**src/rtl/alu_pkg.sv**
```systemverilog
// Shared definitions for the sequential ALU.
//   OP_*    : 4-bit opcode encoding, identical to the combinational datapath ALU
//   state_t : control FSM states of alu_seq
package alu_pkg;

  localparam logic [3:0] OP_AND = 4'b0000;
  localparam logic [3:0] OP_OR  = 4'b0001;
  localparam logic [3:0] OP_ADD = 4'b0010;
  localparam logic [3:0] OP_SUB = 4'b0110;
  localparam logic [3:0] OP_MUL = 4'b0111;
  localparam logic [3:0] OP_DIV = 4'b0011;

  typedef enum logic [1:0] {
    IDLE,
    MUL,
    DIV,
    DONE
  } state_t;

endpackage

```
**src/rtl/alu_muldiv_iter.sv**
```systemverilog
// Iterative unsigned multiply / restoring divide engine, one bit per cycle.
// Ports:
//   clk, rst_n : clock, asynchronous active-low reset
//   start      : load operands and begin WIDTH iterations
//   is_div     : 1 = divide a / b, 0 = multiply a * b (sampled on start)
//   a, b       : operands (sampled on start only)
//   done       : high during the final iteration; result/ovf are valid then
//   result     : low product word or quotient
//   ovf        : product high word non-zero, or divide by zero
module alu_muldiv_iter #(
  parameter int WIDTH = 64,
  parameter int CNT_W = $clog2(WIDTH) + 1
) (
  input  logic             clk,
  input  logic             rst_n,
  input  logic             start,
  input  logic             is_div,
  input  logic [WIDTH-1:0] a,
  input  logic [WIDTH-1:0] b,
  output logic             done,
  output logic [WIDTH-1:0] result,
  output logic             ovf
);

  // acc high half: partial product (MUL) or partial remainder (DIV).
  // acc low half : multiplier shifting out (MUL) or dividend shifting out
  //                while quotient bits shift in (DIV).
  logic [2*WIDTH-1:0] acc;
  logic [2*WIDTH-1:0] acc_nxt;
  logic [WIDTH-1:0]   sreg;   // multiplicand or divisor
  logic [CNT_W-1:0]   cnt;
  logic               div_q;
  logic               run;

  logic [WIDTH:0]     mul_sum;
  logic [WIDTH:0]     rem_sh;
  logic [WIDTH:0]     div_diff;

  always_comb begin
    mul_sum  = {1'b0, acc[2*WIDTH-1:WIDTH]} + (acc[0] ? {1'b0, sreg} : '0);
    rem_sh   = {acc[2*WIDTH-1:WIDTH], acc[WIDTH-1]};
    div_diff = rem_sh - {1'b0, sreg};
    if (div_q) begin
      // Negative trial difference: restore (keep shifted remainder), quotient bit 0.
      acc_nxt = div_diff[WIDTH] ? {rem_sh[WIDTH-1:0], acc[WIDTH-2:0], 1'b0}
                                : {div_diff[WIDTH-1:0], acc[WIDTH-2:0], 1'b1};
    end else begin
      acc_nxt = {mul_sum, acc[WIDTH-1:1]};
    end
  end

  // Result is taken from the final step's next value so the top can finish
  // in the same cycle the counter reaches 1.
  assign done   = run && (cnt == CNT_W'(1));
  assign result = acc_nxt[WIDTH-1:0];
  assign ovf    = div_q ? (sreg == '0) : (|acc_nxt[2*WIDTH-1:WIDTH]);

  // NOTE: sequential state uses non-blocking assignments so every register
  // samples the pre-edge values regardless of statement order.
  always_ff @(posedge clk or negedge rst_n) begin
    if (!rst_n) begin
      acc   <= '0;
      sreg  <= '0;
      cnt   <= '0;
      div_q <= 1'b0;
      run   <= 1'b0;
    end else if (start) begin
      acc   <= {{WIDTH{1'b0}}, (is_div ? a : b)};
      sreg  <= is_div ? b : a;
      cnt   <= CNT_W'(WIDTH);
      div_q <= is_div;
      run   <= 1'b1;
    end else if (run) begin
      acc <= acc_nxt;
      cnt <= cnt - CNT_W'(1);
      if (cnt == CNT_W'(1)) run <= 1'b0;
    end
  end

endmodule

```
**src/rtl/alu_seq.sv**
```systemverilog
// Sequential ALU with valid/ready handshakes and iterative MUL/DIV.
// Ports:
//   clk, rst_n           : clock, asynchronous active-low reset
//   in_valid / in_ready  : operand handshake (ready only in IDLE)
//   op, a, b             : opcode and operands, captured on accept
//   out_valid / out_ready: result handshake
//   result, zero, ovf    : registered result, result==0, overflow / div-by-zero
//   illegal              : opcode outside the supported encoding
module alu_seq
  import alu_pkg::*;
#(
  parameter int WIDTH = 64
) (
  input  logic             clk,
  input  logic             rst_n,
  input  logic             in_valid,
  output logic             in_ready,
  input  logic [3:0]       op,
  input  logic [WIDTH-1:0] a,
  input  logic [WIDTH-1:0] b,
  output logic             out_valid,
  input  logic             out_ready,
  output logic [WIDTH-1:0] result,
  output logic             zero,
  output logic             ovf,
  output logic             illegal
);

  localparam int CNT_W = $clog2(WIDTH) + 1;

  state_t           state, state_nxt;
  logic             load;
  logic             md_start;
  logic [WIDTH-1:0] res_nxt;
  logic             ovf_nxt;
  logic             ill_nxt;

  logic             md_done;
  logic [WIDTH-1:0] md_result;
  logic             md_ovf;

  logic [WIDTH-1:0] sum;
  logic [WIDTH-1:0] diff;
  logic             add_ovf;
  logic             sub_ovf;

  assign sum     = a + b;
  assign diff    = a - b;
  assign add_ovf = (a[WIDTH-1] == b[WIDTH-1]) && (sum[WIDTH-1]  != a[WIDTH-1]);
  assign sub_ovf = (a[WIDTH-1] != b[WIDTH-1]) && (diff[WIDTH-1] != a[WIDTH-1]);

  // Gated by rst_n so the upstream stage never sees ready while held in reset.
  assign in_ready  = (state == IDLE) && rst_n;
  assign out_valid = (state == DONE);

  alu_muldiv_iter #(
    .WIDTH (WIDTH),
    .CNT_W (CNT_W)
  ) u_muldiv (
    .clk    (clk),
    .rst_n  (rst_n),
    .start  (md_start),
    .is_div (op == OP_DIV),
    .a      (a),
    .b      (b),
    .done   (md_done),
    .result (md_result),
    .ovf    (md_ovf)
  );

  always_ff @(posedge clk or negedge rst_n) begin
    if (!rst_n) state <= IDLE;
    else        state <= state_nxt;
  end

  // NOTE: every signal written here gets a default first, so no path leaves
  // one unassigned and no latch is inferred.
  always_comb begin
    state_nxt = state;
    load      = 1'b0;
    md_start  = 1'b0;
    res_nxt   = '0;
    ovf_nxt   = 1'b0;
    ill_nxt   = 1'b0;
    case (state)
      IDLE: begin
        if (in_valid) begin
          case (op)
            OP_AND: begin load = 1'b1; res_nxt = a & b; state_nxt = DONE; end
            OP_OR:  begin load = 1'b1; res_nxt = a | b; state_nxt = DONE; end
            OP_ADD: begin
              load = 1'b1; res_nxt = sum;  ovf_nxt = add_ovf; state_nxt = DONE;
            end
            OP_SUB: begin
              load = 1'b1; res_nxt = diff; ovf_nxt = sub_ovf; state_nxt = DONE;
            end
            OP_MUL: begin md_start = 1'b1; state_nxt = MUL; end
            OP_DIV: begin md_start = 1'b1; state_nxt = DIV; end
            default: begin load = 1'b1; ill_nxt = 1'b1; state_nxt = DONE; end
          endcase
        end
      end
      MUL, DIV: begin
        if (md_done) begin
          load      = 1'b1;
          res_nxt   = md_result;
          ovf_nxt   = md_ovf;
          state_nxt = DONE;
        end
      end
      DONE: begin
        if (out_ready) state_nxt = IDLE;
      end
      default: state_nxt = IDLE;
    endcase
  end

  // Output registers only load on entry to DONE, so they hold through the
  // output stall and keep their value while idle.
  always_ff @(posedge clk or negedge rst_n) begin
    if (!rst_n) begin
      result  <= '0;
      zero    <= 1'b0;
      ovf     <= 1'b0;
      illegal <= 1'b0;
    end else if (load) begin
      result  <= res_nxt;
      zero    <= (res_nxt == '0);
      ovf     <= ovf_nxt;
      illegal <= ill_nxt;
    end
  end

endmodule

```
**config.mk**
```make
export PLATFORM = sky130hd
export DESIGN_NAME = alu_seq
export DESIGN_NICKNAME = d
export VERILOG_FILES = /design/src/rtl/alu_pkg.sv /design/src/rtl/alu_muldiv_iter.sv /design/src/rtl/alu_seq.sv
export SDC_FILE = /design/constraint.sdc
export NUM_CORES = 1
export LEC_CHECK = 0
export CAP_MARGIN = 20
export CORE_MARGIN = 2
export CORE_UTILIZATION = 40
export DETAILED_ROUTE_END_ITERATION = 10
export MAX_ROUTING_LAYER = met4
export PLACE_DENSITY_LB_ADDON = 0.15
export SETUP_SLACK_MARGIN = 0.2
export SYNTH_ARGS = -nofsm -noshare
export SYNTH_HDL_FRONTEND = slang
export SYNTH_SLANG_ARGS = --single-unit
```
**constraint.sdc**
```tcl
create_clock -name clk -period 8 [get_ports clk]
set_input_delay 0.8 -clock clk [delete_from_list [all_inputs] [get_ports clk]]
set_output_delay 0.8 -clock clk [all_outputs]
set_load 0.02 [all_outputs]
```
==> results of run 1 <==
worst reg2reg max path, stage by stage (launching register included):
cell       delay (ps)
dfrtp_1           730
and2_1            230
ha_1              190
inv_1              70
fa_1              390
nand2b_1          180
a21oi_1           280
o21ai_0           280
a211oi_1          430
a2bb2oi_1         360
a211oi_2          160
o41ai_1           420
xnor2_1           180
o21ai_0           110
a31oi_1           220
or4bb_1           520
or4_1             490
nor4_1            480
buf_4             210
o41ai_1            50
flip-flops by register name (all words and copies together), names as in the netlist, 2 cells and up:
name and flops:
u_muldiv.cnt 7, state 2, u_muldiv.sreg 64, result 64, u_muldiv.acc 128
power breakdown:
group          internal [µW]  leakage [µW]  total, µW  switching (µW)
combinational           4230        0.0131      11300            7050
clock                    945      0.000567       1670             729
sequential              2020       0.00334       2970             954
synth_stat cells (all sizes together) (13+ instances only):
master  instances
and2           86
xor2           52
a21o           66
a22oi          13
o221ai         27
o22ai          43
o21a           51
mux2i         258
dfrtp         270
a21boi         14
a31oi          50
buf            71
nand2         565
a211oi         66
or3            18
nor2b          33
ha            336
o31ai          42
o21ai         397
nor2          365
o21bai         45
nor3           73
nand4          78
inv           322
xnor2         118
or2            15
o211ai        128
and3           32
clkbuf        193
a311oi         20
a21oi         412
nand2b         26
nor4           68
nand3          80
final cells by class:
type	instances	area, µm²
fillers	8846	46630
multi-input cells	3800	25210
flip-flops and latches	270	6764
repair buffers	266	2565
well taps	1144	1431
inverters	325	1220
clock buffers	47	992.2
clock inverters	17	168.9
diodes	9	22.52
path summary, 6_finish.rpt:
kind	from	end	slack [ps]
hold reg to reg	result[55]	result[55]	480
min in group clk	result[55]	result[55]	480
max in group asynchronous	rst_n	u_muldiv.div_q	5870
hold / removal	rst_n	u_muldiv.acc[19]	160
setup reg to reg	u_muldiv.acc[0]	ovf	1870
setup / recovery	b[33]	zero	1270
per-layer routing:
layer / wire (µm) / vias up
li1: - / 16980
met1: 70890 / 17700
met2: 67110 / 1645
met3: 12290 / 271
met4: 6069 / 0
met5: 0 / -
kinds of logic (layout without fill, tap and decap cells):
kind of cell / after synthesis / after routing / share of synthesized area (%)
adder cells (fa/ha/maj): 340 / 340 / 12.50
buffers and inverters: 589 / 655 / 6.888
flip-flops: 270 / 270 / 19.71
AO/OA/AOI/OAI: 1528 / 1528 / 28.27
XOR/XNOR: 170 / 170 / 4.344
AND/OR/NAND/NOR: 1496 / 1496 / 20.48
other: 0 / 9 / 0
multiplexers: 266 / 266 / 7.808
per-stage QoR:
stage / utilization [%] / power [µW]
CTS: 45.12 / 15700
finish: 45.14 / 15930
floorplan: - / 10430
detailed placement: 43.75 / 13930
global placement: 43.75 / 14010
global route: 45.14 / 17070
cells in the final DEF (no fill, tap or decap), drive strengths merged, types with 65 or more instances in the layout:
| cell | count |
|---|---|
| buf | 65 |
| nand3 | 80 |
| nor2 | 365 |
| xnor2 | 118 |
| nor3 | 73 |
| nand4 | 78 |
| and2 | 86 |
| nor4 | 68 |
| clkdlybuf4s50 | 201 |
| nand2 | 565 |
| dfrtp | 270 |
| o211ai | 128 |
| mux2i | 258 |
| a21oi | 412 |
| o21ai | 397 |
| a211oi | 66 |
| a21o | 66 |
| inv | 324 |
| ha | 336 |
==> summary.txt, run 1 <==
Worst setup path
  – CP Capture Type: flop
  – Type of origin of the critical path: input pin
  – CP cell instances: clkdlybuf4s50_1 > inv_1 > ha_1 > nand4_1 > nor4_1 > nand2_1 > a21oi_1 > o21ai_0 > o31a_1 > nand4_1 > o21ai_1 > xor2_1 > o221ai_1 > or4_2 > or4_1 > nor4b_2 > a32o_1
  – Critical Path Fanout Max: 16
  – Buf/Inv on CP: 2
  – Most frequent CP cell: nand4_1
  – CP Depth: 17
  – Crit path DAT: 7240 ps
  – Crit path largest cell delay: between 800 and 900 ps
  – R2R cell count: 19
  – Critical path's slowest cell: or4_2
  – CP Class: input pin to flop
  – CP required: 8500 ps
  – Top delay family on crit path: simple AND/OR/NAND/NOR gates

Clocking
  – CTS tree: built
  – CTS H-tree depth: 2
  – # resized after CTS: 0
  – Clock slew at reported path FFs: 60 ps
  – CTS Hold Bufs: 0
  – Clk buf depth: 3
  – Later-pin clock latency in the skew report: 580 ps
  – Post-CTS Setup Bufs: 0
  – Root Buffer: clkbuf_16
  – CTS Buf Count: 35
  – Num Clock Sinks: 270

Floorplanning
  – Boundary Pins: ~200
  – Chip Height: 296.7 µm
  – Die width: 296.7 µm
  – Die Area: 88050 µm²
  – Cell Rows: 107
  – Core area: approximately 85000 µm²
  – Starting Density: 40.32%

STA
  – Worst Max-Slew Pin Slew: 1168 ps
  – Fin worst setup slack: 1268 ps
  – Final Hold Fails: 0
  – Clock Skew: roughly 20 ps
  – Final Cycle Share: 84.15%
  – Worst slew margin: 21.28%
  – Post-layout minimum cycle time: 6732 ps
  – Final slew viol count: 0
  – Setup TNS Final: 0 ps
  – Final setup viols: 0
  – Hold_ws: 157.0 ps
  – F_max: between 100 and 150 MHz
  – RSZ-0062 raised after global routing: no

Logic synthesis
  – Post-synth top area share: 19.71%
  – Synth area leader: dfrtp_1
  – Most common flop cell mapped by yosys: dfrtp_1
  – Syn nets: approximately 5100
  – Ys async rst share: 100.0%
  – Synth Register Bits: 270
  – Distinct cells, synth: approximately 110
  – Mapped Cells: 4659
  – YS warnings: 0
  – Sequential-to-total area share from yosys stat: 19.71%
  – Avg Inst Size Synth: 7.357 µm²
  – Area contributors post-synth: dfrtp_1 20%, ha_1 12%, mux2i_1 7.5%
  – Mapped cell area: 34280 µm²
  – Number of flops mapped to enable cells by yosys: 0

Drt
  – Pre-antenna DRT Iters: 6
  – Antenna Violating Nets Remaining: 0
  – Drt drc: 0
  – Routed WL: about 160 mm
  – Routed vias/inst: 6.227
  – Routed WL per cell: between 20 and 30 µm
  – Via count: between 30000 and 40000
  – Initial drt markers: 4297

Global route
  – Number of global-route vias before repair: 34360
  – Tot GR Track Use: 35.01%
  – Largest net degree at the start of global routing: between 150 and 200
  – M3 GR Usage: roughly 4.2%
  – GR Util met2: 51.81%
  – First-pass GRT wire length: 229.2 mm
  – Initial antenna violation count: 11
  – Met1 Use GR: 49.07%
  – Most Crowded Layer GR: met2
  – Congestion Overflow GR: 0

Pwr
  – Cell leakage power: 0.01701 µW
  – Power density cells: 415.1 nW/µm²
  – Peak supply drop: between 200 and 300 µV

Placed design
  – PortBufs: 204
  – Placed cell count: 5805
  – GPL Wtd Cong: 1.042
  – Hpwl dp: 123.0 mm
  – Post-Place Cell Area: 37190 µm²
  – Post-Place Worst Slack: about 1000 ps

Job
  – Max-cap violations: 0

Finish
  – Cell Count, Final, Fillers Out: between 5000 and 6000
  – Area grow syn2layout: 11.97%
  – Final #Nets: 5174
  – Design area: between 30000 and 40000 µm²
  – Layout cells sized above 1: 4.148%

Hold path
  – Hold WC Path Type: input pin to asynchronous set/reset pin

Outcome
  – Outcome: completed
(Power assumes the default switching activity.)
==> run 2, diff against run 1 <==
==> constraint.sdc (replaced) <==
create_clock -name clk -period 6.5 [get_ports clk]
set_input_delay 0.65 -clock clk [delete_from_list [all_inputs] [get_ports clk]]
set_output_delay 0.65 -clock clk [all_outputs]
set_load 0.02 [all_outputs]
==> summary.txt, run 2 (synthesis gave the netlist of run 1 again) <==
Clocking
  – CTS Buf Count: 36
  – Num Clock Sinks: 270
  – Root Buffer: clkbuf_16
  – CTS Hold Bufs: 1
  – CTS tree: built
  – Clock slew at reported path FFs: around 60 ps
  – Later-pin clock latency in the skew report: just under 600 ps
  – Post-CTS Setup Bufs: 0
  – # resized after CTS: 0
  – CTS H-tree depth: 2
  – Clk buf depth: 3

Finish
  – Commonest non-fill, non-tap cells in the layout: 562 x nand2_1, 410 x a21oi_1, 389 x o21ai_0
  – Max reg flops: 128
  – Area grow syn2layout: 13.90%
  – Storage cell area: about 6800 µm²
  – Layout cells sized above 1: 5.685%
  – FILL cells: 8803
  – Biggest regs: u_muldiv.acc x128, result x64, u_muldiv.sreg x64
  – Commonest non-fill, non-tap cell in the layout: nand2_1
  – Register with the most flip-flops: u_muldiv.acc
  – Design area: a little under 40000 µm²
  – Final #Nets: 5251
  – Area taken by multi-input logic gates: roughly 25000 µm²

STA
  – Worst slew margin: 24.76%
  – Clock Skew: between 15 and 20 ps
  – Setup TNS Final: 0 ps
  – Final slew viol count: 0
  – Post-layout minimum cycle time: 5897 ps
  – RSZ-0062 raised after global routing: no
  – Worst Max-Slew Pin Slew: 1113 ps
  – Final Hold Fails: 0
  – Final setup viols: 0
  – F_max: ~170 MHz
  – Final Cycle Share: 90.72%

Pwr
  – Peak supply drop: approximately 260 µV
  – Combinational Power Share: just over 70%
  – Clk pwr share: 10.8%
  – Net switching power: approximately 11000 µW
  – Cell leakage power: 0.01743 µW
  – P_int: 9129 µW
  – Power density cells: 508.1 nW/µm²
  – Sw Ratio: 53.98%
  – Flop pwr share: 18.3%

Hold path
  – Hold endpoint: result[62]
  – Worst hold stages: 2
  – Hold Startpoint: result[62]
  – Hold WC Path Type: flop to flop

Floorplanning
  – Starting Density: 40.32%
  – Die Area: 88050 µm²
  – Boundary Pins: a little over 200
  – Die width: about 300 µm
  – Cell Rows: 107
  – Core area: 85010 µm²
  – Chip Height: 296.7 µm

Drt
  – Met3 WL post-DR: 13.59 mm
  – Drt drc: 0
  – Max Used Layer: met4
  – Post-Route M1 WL: 68.98 mm
  – Antenna Violating Nets Remaining: 0
  – Routed WL per cell: 25.98 µm
  – DR WL met2: about 65 mm
  – Via count: ~37000
  – Initial drt markers: 4598
  – Pre-antenna DRT Iters: 6
  – Routed WL: 154.6 mm
  – Routed vias/inst: roughly 6.2

Global route
  – Largest net degree at the start of global routing: 119
  – Initial antenna violation count: 7
  – Congestion Overflow GR: 0
  – Tot GR Track Use: 34.92%
  – Number of global-route vias before repair: 34930
  – First-pass GRT wire length: ~230 mm

Worst setup path
  – R2r startpoint: u_muldiv.acc[63]
  – CP Capture Type: flop
  – CP Class: input pin to flop
  – CP required: 7010 ps
  – Type of origin of the critical path: input pin
  – R2R cell count: 19
  – Crit path DAT: 6400 ps
  – Reg-to-Reg End: ovf
  – Critical Path Fanout Max: 12
  – Worst reg-to-reg setup slack: 610 ps

Job
  – Max-cap violations: 0

Placed design
  – GPL Wtd Cong: 1.064
  – Hpwl dp: 123.0 mm
  – PortBufs: 204
  – Post-Place Cell Area: ~38000 µm²

Outcome
  – Outcome: completed
-- run 2: changes by cell type in the layout (fill, tap and decap cells not counted), sizes merged --
cell	before	now
clkinvlp	3	4
dlygate4sd3	0	1
buf	65	140
clkbuf	47	48
bufinv	2	4
diode	9	6
clkinv	13	10
-- run 2: cell type report --
cell class                 count  share of cell area (%)
antenna                        6                 0.03846
timing repair buffer         342                   8.102
clock inverter                17                  0.5576
tap                         1144                   3.666
multi-input combinational   3800                   64.58
clock buffer                  48                   2.602
sequential                   270                   17.33
inverter                     325                   3.125
-- run 2: worst max path at each step --
stage / cells past startpoint / end / from / slack, ps
floorplan: 20 / ovf / u_muldiv.acc[0] / 1730
global placement: 17 / zero / b[24] / 200
detailed placement: 18 / zero / a[25] / 220
CTS: 19 / ovf / u_muldiv.acc[63] / 670
global route: 19 / ovf / u_muldiv.acc[63] / 350
finish: 17 / zero / b[24] / 600
-- run 2: metal layers --
| metal | up-vias | track usage (%) |
|---|---|---|
| li1 | 17120 | - |
| met1 | 17570 | 47.95 |
| met2 | 1735 | 50.93 |
| met3 | 315 | 5.801 |
| met4 | 0 | 13.58 |
| met5 | - | - |
-- run 2: critical path: stages --
cell and delay [ps]:
clkdlybuf4s50_1 630, inv_1 110, ha_1 640, inv_1 190, a21oi_1 360, a2111oi_0 200, a311oi_1 280, o21ai_1 290
a311oi_1 620, a22oi_1 160, xnor2_1 170, a21oi_1 330, nand3_1 140, or4_2 640, or4_1 580, nor4b_2 230
a32o_1 200
-- run 2: power by group through the flow --
stage          Sequential (µW)  Combinational, µW  Clock [µW]
5_1_grt                   3690              15400        2260
3_3_place_gp              3590              13700           0
6_report                  3620              14100        2150
4_1_cts                   3560              13800        2190
3_5_place_dp              3590              13700           0
2_1_floorplan             3140               9700           0
-- run 2: stage by stage --
stage / util [%] / cells / hold WS [ps] / total power (µW) / setup slack, ps
after floorplan: - / 4659 / 354.4 / 12840 / 1725
after global placement: 44.44 / 5880 / 458.5 / 17320 / 197.0
after detailed placement: 44.44 / 5880 / 461.9 / 17280 / 215.5
after CTS: 45.91 / 5946 / 478.8 / 19560 / 674.3
after global routing: 45.92 / 5951 / 487.2 / 21390 / 352.8
final: 45.92 / 5952 / 472.6 / 19840 / 603.3
